### src/rtl/hazard_flush_ctrl.sv
// Pipeline hazard/flush arbiter: load-use stalls, EX redirects, trap drain
// sequencing and saturating stall/flush performance counters.
module hazard_flush_ctrl #(
  parameter int unsigned NUM_STAGES   = 5,
  parameter int unsigned REG_ADDR_W   = 5,
  parameter int unsigned DRAIN_CYCLES = 2,
  parameter int unsigned CNT_W        = 16
) (
  input  logic                  clk,
  input  logic                  rst,
  input  logic [REG_ADDR_W-1:0] id_rs1,
  input  logic [REG_ADDR_W-1:0] id_rs2,
  input  logic                  id_uses_rs1,
  input  logic                  id_uses_rs2,
  input  logic [REG_ADDR_W-1:0] ex_rd,
  input  logic                  ex_mem_read,
  input  logic                  ex_branch_taken,
  input  logic                  ex_is_jump,
  input  logic                  exception,
  input  logic                  mem_busy,
  output logic                  pc_stall,
  output logic [NUM_STAGES-1:0] stall,
  output logic [NUM_STAGES-1:0] flush,
  output logic [1:0]            pc_sel,
  output logic                  in_drain,
  output logic [CNT_W-1:0]      stall_cycles,
  output logic [CNT_W-1:0]      flush_events
);

  localparam int unsigned          DRAIN_W    = 4;
  localparam logic [DRAIN_W-1:0]   DRAIN_LOAD = DRAIN_W'(DRAIN_CYCLES - 1);
  localparam logic [NUM_STAGES-1:0] FRONT_MASK = NUM_STAGES'(3);
  localparam logic [NUM_STAGES-1:0] EX_MASK    = NUM_STAGES'(4);
  localparam logic [CNT_W-1:0]     CNT_MAX    = '1;

  localparam logic [1:0] PC_SEQ   = 2'd0;
  localparam logic [1:0] PC_REDIR = 2'd1;
  localparam logic [1:0] PC_TRAP  = 2'd2;

  typedef enum logic {RUN, DRAIN} state_t;

  state_t               state, state_nxt;
  logic [DRAIN_W-1:0]   drain_cnt, drain_cnt_nxt;
  logic                 lu, redir, flush_evt;

  // Hazard detection; x0 never creates a dependency
  always_comb begin
    lu = ex_mem_read && (ex_rd != '0) &&
         ((id_uses_rs1 && (id_rs1 == ex_rd)) || (id_uses_rs2 && (id_rs2 == ex_rd)));
    redir = ex_branch_taken || ex_is_jump;
  end

  always_ff @(posedge clk or posedge rst) begin
    if (rst) begin
      state     <= RUN;
      drain_cnt <= '0;
    end else begin
      state     <= state_nxt;
      drain_cnt <= drain_cnt_nxt;
    end
  end

  // Next state and prioritised stall/flush outputs
  always_comb begin
    state_nxt     = state;
    drain_cnt_nxt = drain_cnt;
    pc_stall      = 1'b0;
    stall         = '0;
    flush         = '0;
    pc_sel        = PC_SEQ;
    in_drain      = 1'b0;
    flush_evt     = 1'b0;
    case (state)
      RUN: begin
        if (exception) begin
          flush         = '1;
          pc_sel        = PC_TRAP;
          flush_evt     = 1'b1;
          state_nxt     = DRAIN;
          drain_cnt_nxt = DRAIN_LOAD;
        end else if (mem_busy) begin
          stall    = '1;
          pc_stall = 1'b1;
        end else if (redir) begin
          flush     = FRONT_MASK;
          pc_sel    = PC_REDIR;
          flush_evt = 1'b1;
        end else if (lu) begin
          pc_stall = 1'b1;
          stall    = FRONT_MASK;
          flush    = EX_MASK;
        end
      end
      DRAIN: begin
        flush    = '1;
        pc_stall = 1'b1;
        in_drain = 1'b1;
        if (drain_cnt == '0) state_nxt = RUN;
        else drain_cnt_nxt = drain_cnt - DRAIN_W'(1);
      end
      default: state_nxt = RUN;
    endcase
  end

  // Saturating performance counters
  always_ff @(posedge clk or posedge rst) begin
    if (rst) begin
      stall_cycles <= '0;
      flush_events <= '0;
    end else begin
      if (pc_stall && (stall_cycles != CNT_MAX)) stall_cycles <= stall_cycles + CNT_W'(1);
      if (flush_evt && (flush_events != CNT_MAX)) flush_events <= flush_events + CNT_W'(1);
    end
  end

endmodule

### config.mk
export PLATFORM = sky130hd
export DESIGN_NAME = hazard_flush_ctrl
export DESIGN_NICKNAME = d
export VERILOG_FILES = /design/src/rtl/hazard_flush_ctrl.sv
export SDC_FILE = /design/constraint.sdc
export NUM_CORES = 1
export LEC_CHECK = 0
export ABC_AREA = 0
export BUFFER_PORTS_ARGS = -buffer_cell sky130_fd_sc_hd__buf_4
export CORE_MARGIN = 4
export CORE_UTILIZATION = 45
export CTS_CLUSTER_SIZE = 14
export DETAILED_ROUTE_END_ITERATION = 6
export PLACE_DENSITY = 0.77
export SKIP_LAST_GASP = 1
export SYNTH_ARGS = -nofsm -noshare
export SYNTH_HDL_FRONTEND = slang
export SYNTH_SLANG_ARGS = --single-unit
### constraint.sdc
create_clock -name clk -period 1.65 [get_ports clk]
set_input_delay 0.2475 -clock clk [delete_from_list [all_inputs] [get_ports clk]]
set_output_delay 0.2475 -clock clk [all_outputs]
set_load 0.005 [all_outputs]
# ---- Word-level counts from Yosys, hierarchy flattened
# Cells that the tools add are included.
dict set report op_classes {
  n_addsub 3
  eq_ne 6
  muxes 30
  bitwise 1
  reduce_logical 11
}
# op count
set ops {}
lappend ops {{adder 16 x 1 -> 16 bit, second input constant} 2}
lappend ops {{!= test 16 bit, second input constant} 2}
lappend ops {{2-to-1 mux 5 bit} 4}
lappend ops {{2-to-1 mux 1 bit} 13}
lappend ops {{== test 5 bit} 2}
lappend ops {{one-hot mux 5 bit (2 select lines)} 1}
lappend ops {{2-to-1 mux 3 bit} 3}
lappend ops {{2-to-1 mux 2 bit} 4}
lappend ops {{2-to-1 mux 4 bit} 2}
lappend ops {{one-hot mux 4 bit (2 select lines)} 1}
lappend ops {{logical AND 1 bit} 6}
lappend ops {{nonzero test 5 bit} 1}
lappend ops {{zero test 4 bit} 1}
lappend ops {{!= test 2 bit, second input constant} 2}
lappend ops {{one-hot mux 1 bit (2 select lines)} 2}
lappend ops {{subtractor 4 x 1 -> 4 bit, second input constant} 1}
lappend ops {{logical OR 1 bit} 2}
lappend ops {{AND reduction 2 bit} 1}
lappend ops {{inverter 1 bit} 1}
dict set report totals {
  ff_bits 37
  inputBits 24
  out_inout_bits 46
  elab_cells 55
}

# ---- Logic depth before layout (Yosys ltp)
dict set report logic_depth {
  word_depth 10
  mapped_depth 7
  mapped_depth_nobuf 7
}

# ---- Least setup slack after synthesis
# No wires, ideal clock.
dict set report synth_timing {
  path_kind {register to register}
  from {register stall_cycles[0]}
  to {register stall_cycles[9]}
  setup_time_ps 79
  t_arrival_ps 1675
  t_required_ps 1571
  setup_slack_ps -104
  stages_incl_launch_ff 8
  n_path_buf 1
  synth_period_minus_slack_ps 1754
  cell_sequence {dfrtp_1 -> ha_1 -> and4_1 -> nand4_1 -> nor2_1 -> clkbuf_1 -> nor4b_1 -> xor2_1}
}
dict set report synth_between {
  elab_chain_cells 2
  word_cells_on_any_way 3
  cone_classes {1 x add/sub; 1 x eq/ne; 1 x reduce/logical}
}
# element line_no
set synth_rtl {}
lappend synth_rtl {{start: declaration} 26} ;# output logic [CNT_W-1:0] stall_cycles,
lappend synth_rtl {{start signal: assignment} 111} ;# if (pc_stall && (stall_cycles != CNT_MAX)) stall_cycles <= stall_cycles + CNT_W'(1);
lappend synth_rtl {{branches (longest 2 deep; another with adder 16 x 1 -> 16 bit)} n/a}
# Several ways; the timed one is not identified.
# A chain may end at the register's enable or synchronous reset.

# ---- Final worst setup path
dict set report layout_timing {
  from {input port ex_rd[4]}
  to {output port stall[1]}
}
dict set report layout_between {
  elab_chain_cells 9
  word_cells_on_any_way 13
  cone_classes {2 x eq/ne; 5 x mux; 6 x reduce/logical}
}
# element line_no
set layout_rtl {}
lappend layout_rtl {{start: declaration} 15} ;# input logic [REG_ADDR_W-1:0] ex_rd,
lappend layout_rtl {{== test 5 bit} 49} ;# ((id_uses_rs1 && (id_rs1 == ex_rd)) || (id_uses_rs2 && (id_rs2 == ex_rd)));
lappend layout_rtl {{logical AND 1 bit} 49}
lappend layout_rtl {{logical OR 1 bit} 49}
lappend layout_rtl {{logical AND 1 bit (*)} 48} ;# lu = ex_mem_read && (ex_rd != '0) &&
lappend layout_rtl {{2-to-1 mux 2 bit (*)} 88} ;# end else if (lu) begin
lappend layout_rtl {{2-to-1 mux 2 bit (*)} 84} ;# end else if (redir) begin
lappend layout_rtl {{2-to-1 mux 5 bit (*)} 81} ;# end else if (mem_busy) begin
lappend layout_rtl {{2-to-1 mux 5 bit (*)} 75} ;# if (exception) begin
lappend layout_rtl {{2-to-1 mux 5 bit (*)} 73} ;# case (state)
lappend layout_rtl {{end: declaration} 22} ;# output logic [NUM_STAGES-1:0] stall,
# Mark *: on every way between the ends. The rest lies on a longest branch, timed or not.

==> impl_metrics.toml <==
[floorplan]
die-area_sq_mm = 0.00562
die_height_um = 75.0
core_sq_mm = 0.00435
row_count = 24
start_util_pct = 46.4
num_io_pins = 70
die_w_um = 75.0

[synth]
synth_compound_area_share_pct = 5.77
synth_edf_count = 0
syn_area_per_cell_sq_um = 10.0
synth_top_cell_by_area = "dfrtp_1"
synth_seq_cells = 37
yosysUniqueCellTypes = 34
yosysMostFrequentCell = "dfrtp_1"
synth_xor_area_share_pct = 17.8
synth_mux_area_share_pct = 1.12
yosys_warnings = 0
synth_flop_cell = "dfrtp_1"
synth_fa_ha_area_share_pct = 1.86
syn-num-nets = 228
synthTopCellsByArea = "dfrtp_1, xnor2_1, xor2_1"
netlist.area_leader.share_pct = 45.9
syn_inst = 201
async_reset_ff_share_pct = 100
yosysSeqAreaShare_pct = 45.9
yosys-top-cells-count = "dfrtp_1, xnor2_1, xor2_1"
yosys.area_share.simple_pct = 22.9
synth_top_family_by_area = "simple AND/OR/NAND/NOR gates"
syn-cell-area_sq_mm = 0.00202

[detailed_routing]
drt-total-wl_um = 5700
ant_nets = 0
viasPerCell = 5.18
dr.first_iter.drc_count = 82
first_pass_iters = 4
vias = 1916
drt-wirelength-per-cell_um = 15.4
drc = 0

[clock_tree]
cts_buffers = 5
h-tree-depth = 2
clk_pin_slew_ns = 0.07
clock_sinks = 37
clockBufferDepth = 2
cts_tree = "built"
ctsRootBufferMaster = "clkbuf_8"
clk_latency_ns = 0.29

[worst_setup_path]
critPathKind = "in2out"
cp_max_fo = 3
timing.critical_path.buf_inv = 2
regToRegSetupSlack_ns = -0.02
cpPeakStageDelay_ns = 0.54
crit_path_end_kind = "primary output"
path_cells = "buf_8, or4_4, nor2_4, nor4b_4, a21oi_2, nor2_2, buf_4"
required_ns = 1.40
worst_path_dominant_cell_family = "simple AND/OR/NAND/NOR gates"
cp_data_arrival_time_ns = 1.47
startpoint_type = "primary input"
crit_slowest_cell = "or4_4"

[power_and_ir_drop]
power_mw = 3.91
max-vdd-ir-drop_uv = 913
p_per_area_mw_per_mm2 = 1180
p_leak_nw = 1.60

[sta]
setup_violations = 13
slew_viol_final = 0
relSlewSlack_pct = 71.0
fin_crit_sh_pct = 104
finClkSkew_ns = 0.00861
rsz0062_at_grt = "yes"
worst_hold_slack_ns = 0.328
max_freq_ghz = 0.583
fin_tns_setup_ns = -0.293
fin_ws_ns = -0.0645
hold_viol = 0
fin_crit_ns = 1.71
tightest_slew_ns = 0.434

[finish]
areaGrowthSynthToFinish_pct = 63.7
layout.nets = 344
final_core_util_pct = 75.9
stdcell_count = 370
nFillCells = 278
diodes = 0
drive_gt1_share_pct = 52.2

[global_route]
antenna_found_initial = 0
grt_pass1_wl_um = 8610
gr-total-overflow = 0
grt.total_usage_pct = 20.5
grt_pass1_vias = 1885
grt_max_degree = 15

[worst_hold_path]
hold_path_class = "in2reg"

[placed_design]
dp_cells = 355
dp_hpwl_um = 4000
gp_congestion = 0.823
io_buffers = 69

[flow_run]
cap_violations = 0

[status]
status = "finished, violations left"
violations = "negative setup slack"
==> where the power goes <==
group          total [mW]  switching [mW]  internal [mW]
Clock               0.607           0.307          0.300
Sequential           1.37           0.217           1.15
Combinational        1.93           0.875           1.06
==> cell type report <==
| class | instances | area [sq um] | area share, % |
|---|---|---|---|
| timing repair buffer | 116 | 950 | 28.7 |
| multi-input combinational | 146 | 1240 | 37.5 |
| tap | 52 | 65.1 | 1.97 |
| sequential | 37 | 927 | 28.1 |
| clock buffer | 8 | 80.1 | 2.42 |
| inverter | 11 | 41.3 | 1.25 |
==> kinds of logic (layout without fill, tap and decap cells) <==
kind of cell	Yosys count	after routing
flip-flops	37	37
multiplexers	2	2
AO/OA/AOI/OAI	17	17
XOR/XNOR	41	41
buffers and inverters	18	135
adder cells (fa/ha/maj)	3	3
AND/OR/NAND/NOR	83	83
==> worst paths after layout <==
check                            startpoint          endpoint  depth (start not counted)
max                                ex_rd[4]          stall[1]                          7
min                               exception             state                          3
max reg2reg                 stall_cycles[1]   stall_cycles[6]                          7
min reg2reg                stall_cycles[15]  stall_cycles[15]                          1
max in group asynchronous               rst   stall_cycles[7]                          4
min in group asynchronous               rst   stall_cycles[1]                          3
==> through the flow <==
step / cell area (sq um) / setup WS (ns)
2_1_floorplan: 2030 / -0.0559
3_3_place_gp: 2870 / -0.205
3_5_place_dp: 2870 / -0.304
4_1_cts: 3110 / -0.0565
5_1_grt: 3300 / -0.115
6_report: 3300 / -0.0645
==> tightest hold or removal path: stages <==
cell,delay [ns]
buf_4,0.11
nand2_1,0.12
nand2_1,0.10
==> sequential cells by signal (all words and copies together) (netlist names) <==
name          cells
flush_events     16
stall_cycles     16
drain_cnt         4
state             1
==> routing by layer <==
| layer | wire [um] | part of all wire (%) | track usage [%] |
|---|---|---|---|
| met1 | 2310 | 41 | 25.4 |
| met2 | 2980 | 52 | 34.2 |
| met3 | 299 | 5.2 | 5.34 |
| met4 | 110 | 1.9 | 7.91 |
| met5 | 0 | 0 | 0 |
==> repair_timing <==
action	in CTS	in global routing
pin swaps	12	24
hold buffers	1	0
setup endpoints to repair	19	33
endpoints found under the hold margin	10	0
gates resized for setup	28	38
buffers inserted	4	2
==> placed cells by master, fill, tap and decap left out, types with 2 or more instances in the layout <==
cell type   n
nand4_1     9
clkbuf_1    3
buf_4      98
and4_1      3
nor3_1      2
mux2_2      2
nor4b_4     2
and3_1      4
a21oi_2     3
nor4_4      3
inv_1      10
nor3b_2     2
nand2_2     2
nor2_1      8
nor3_2      4
xnor2_1    18
ha_1        2
nor2_4      3
buf_6      15
nand3_1     9
dfrtp_1    36
o21ai_0     4
nand3_2     2
nor2_2      4
nand2_1    16
xnor2_2     4
xor2_1     19
clkbuf_8    5
nor4_2      3
Power figures use the tool's default switching activity.
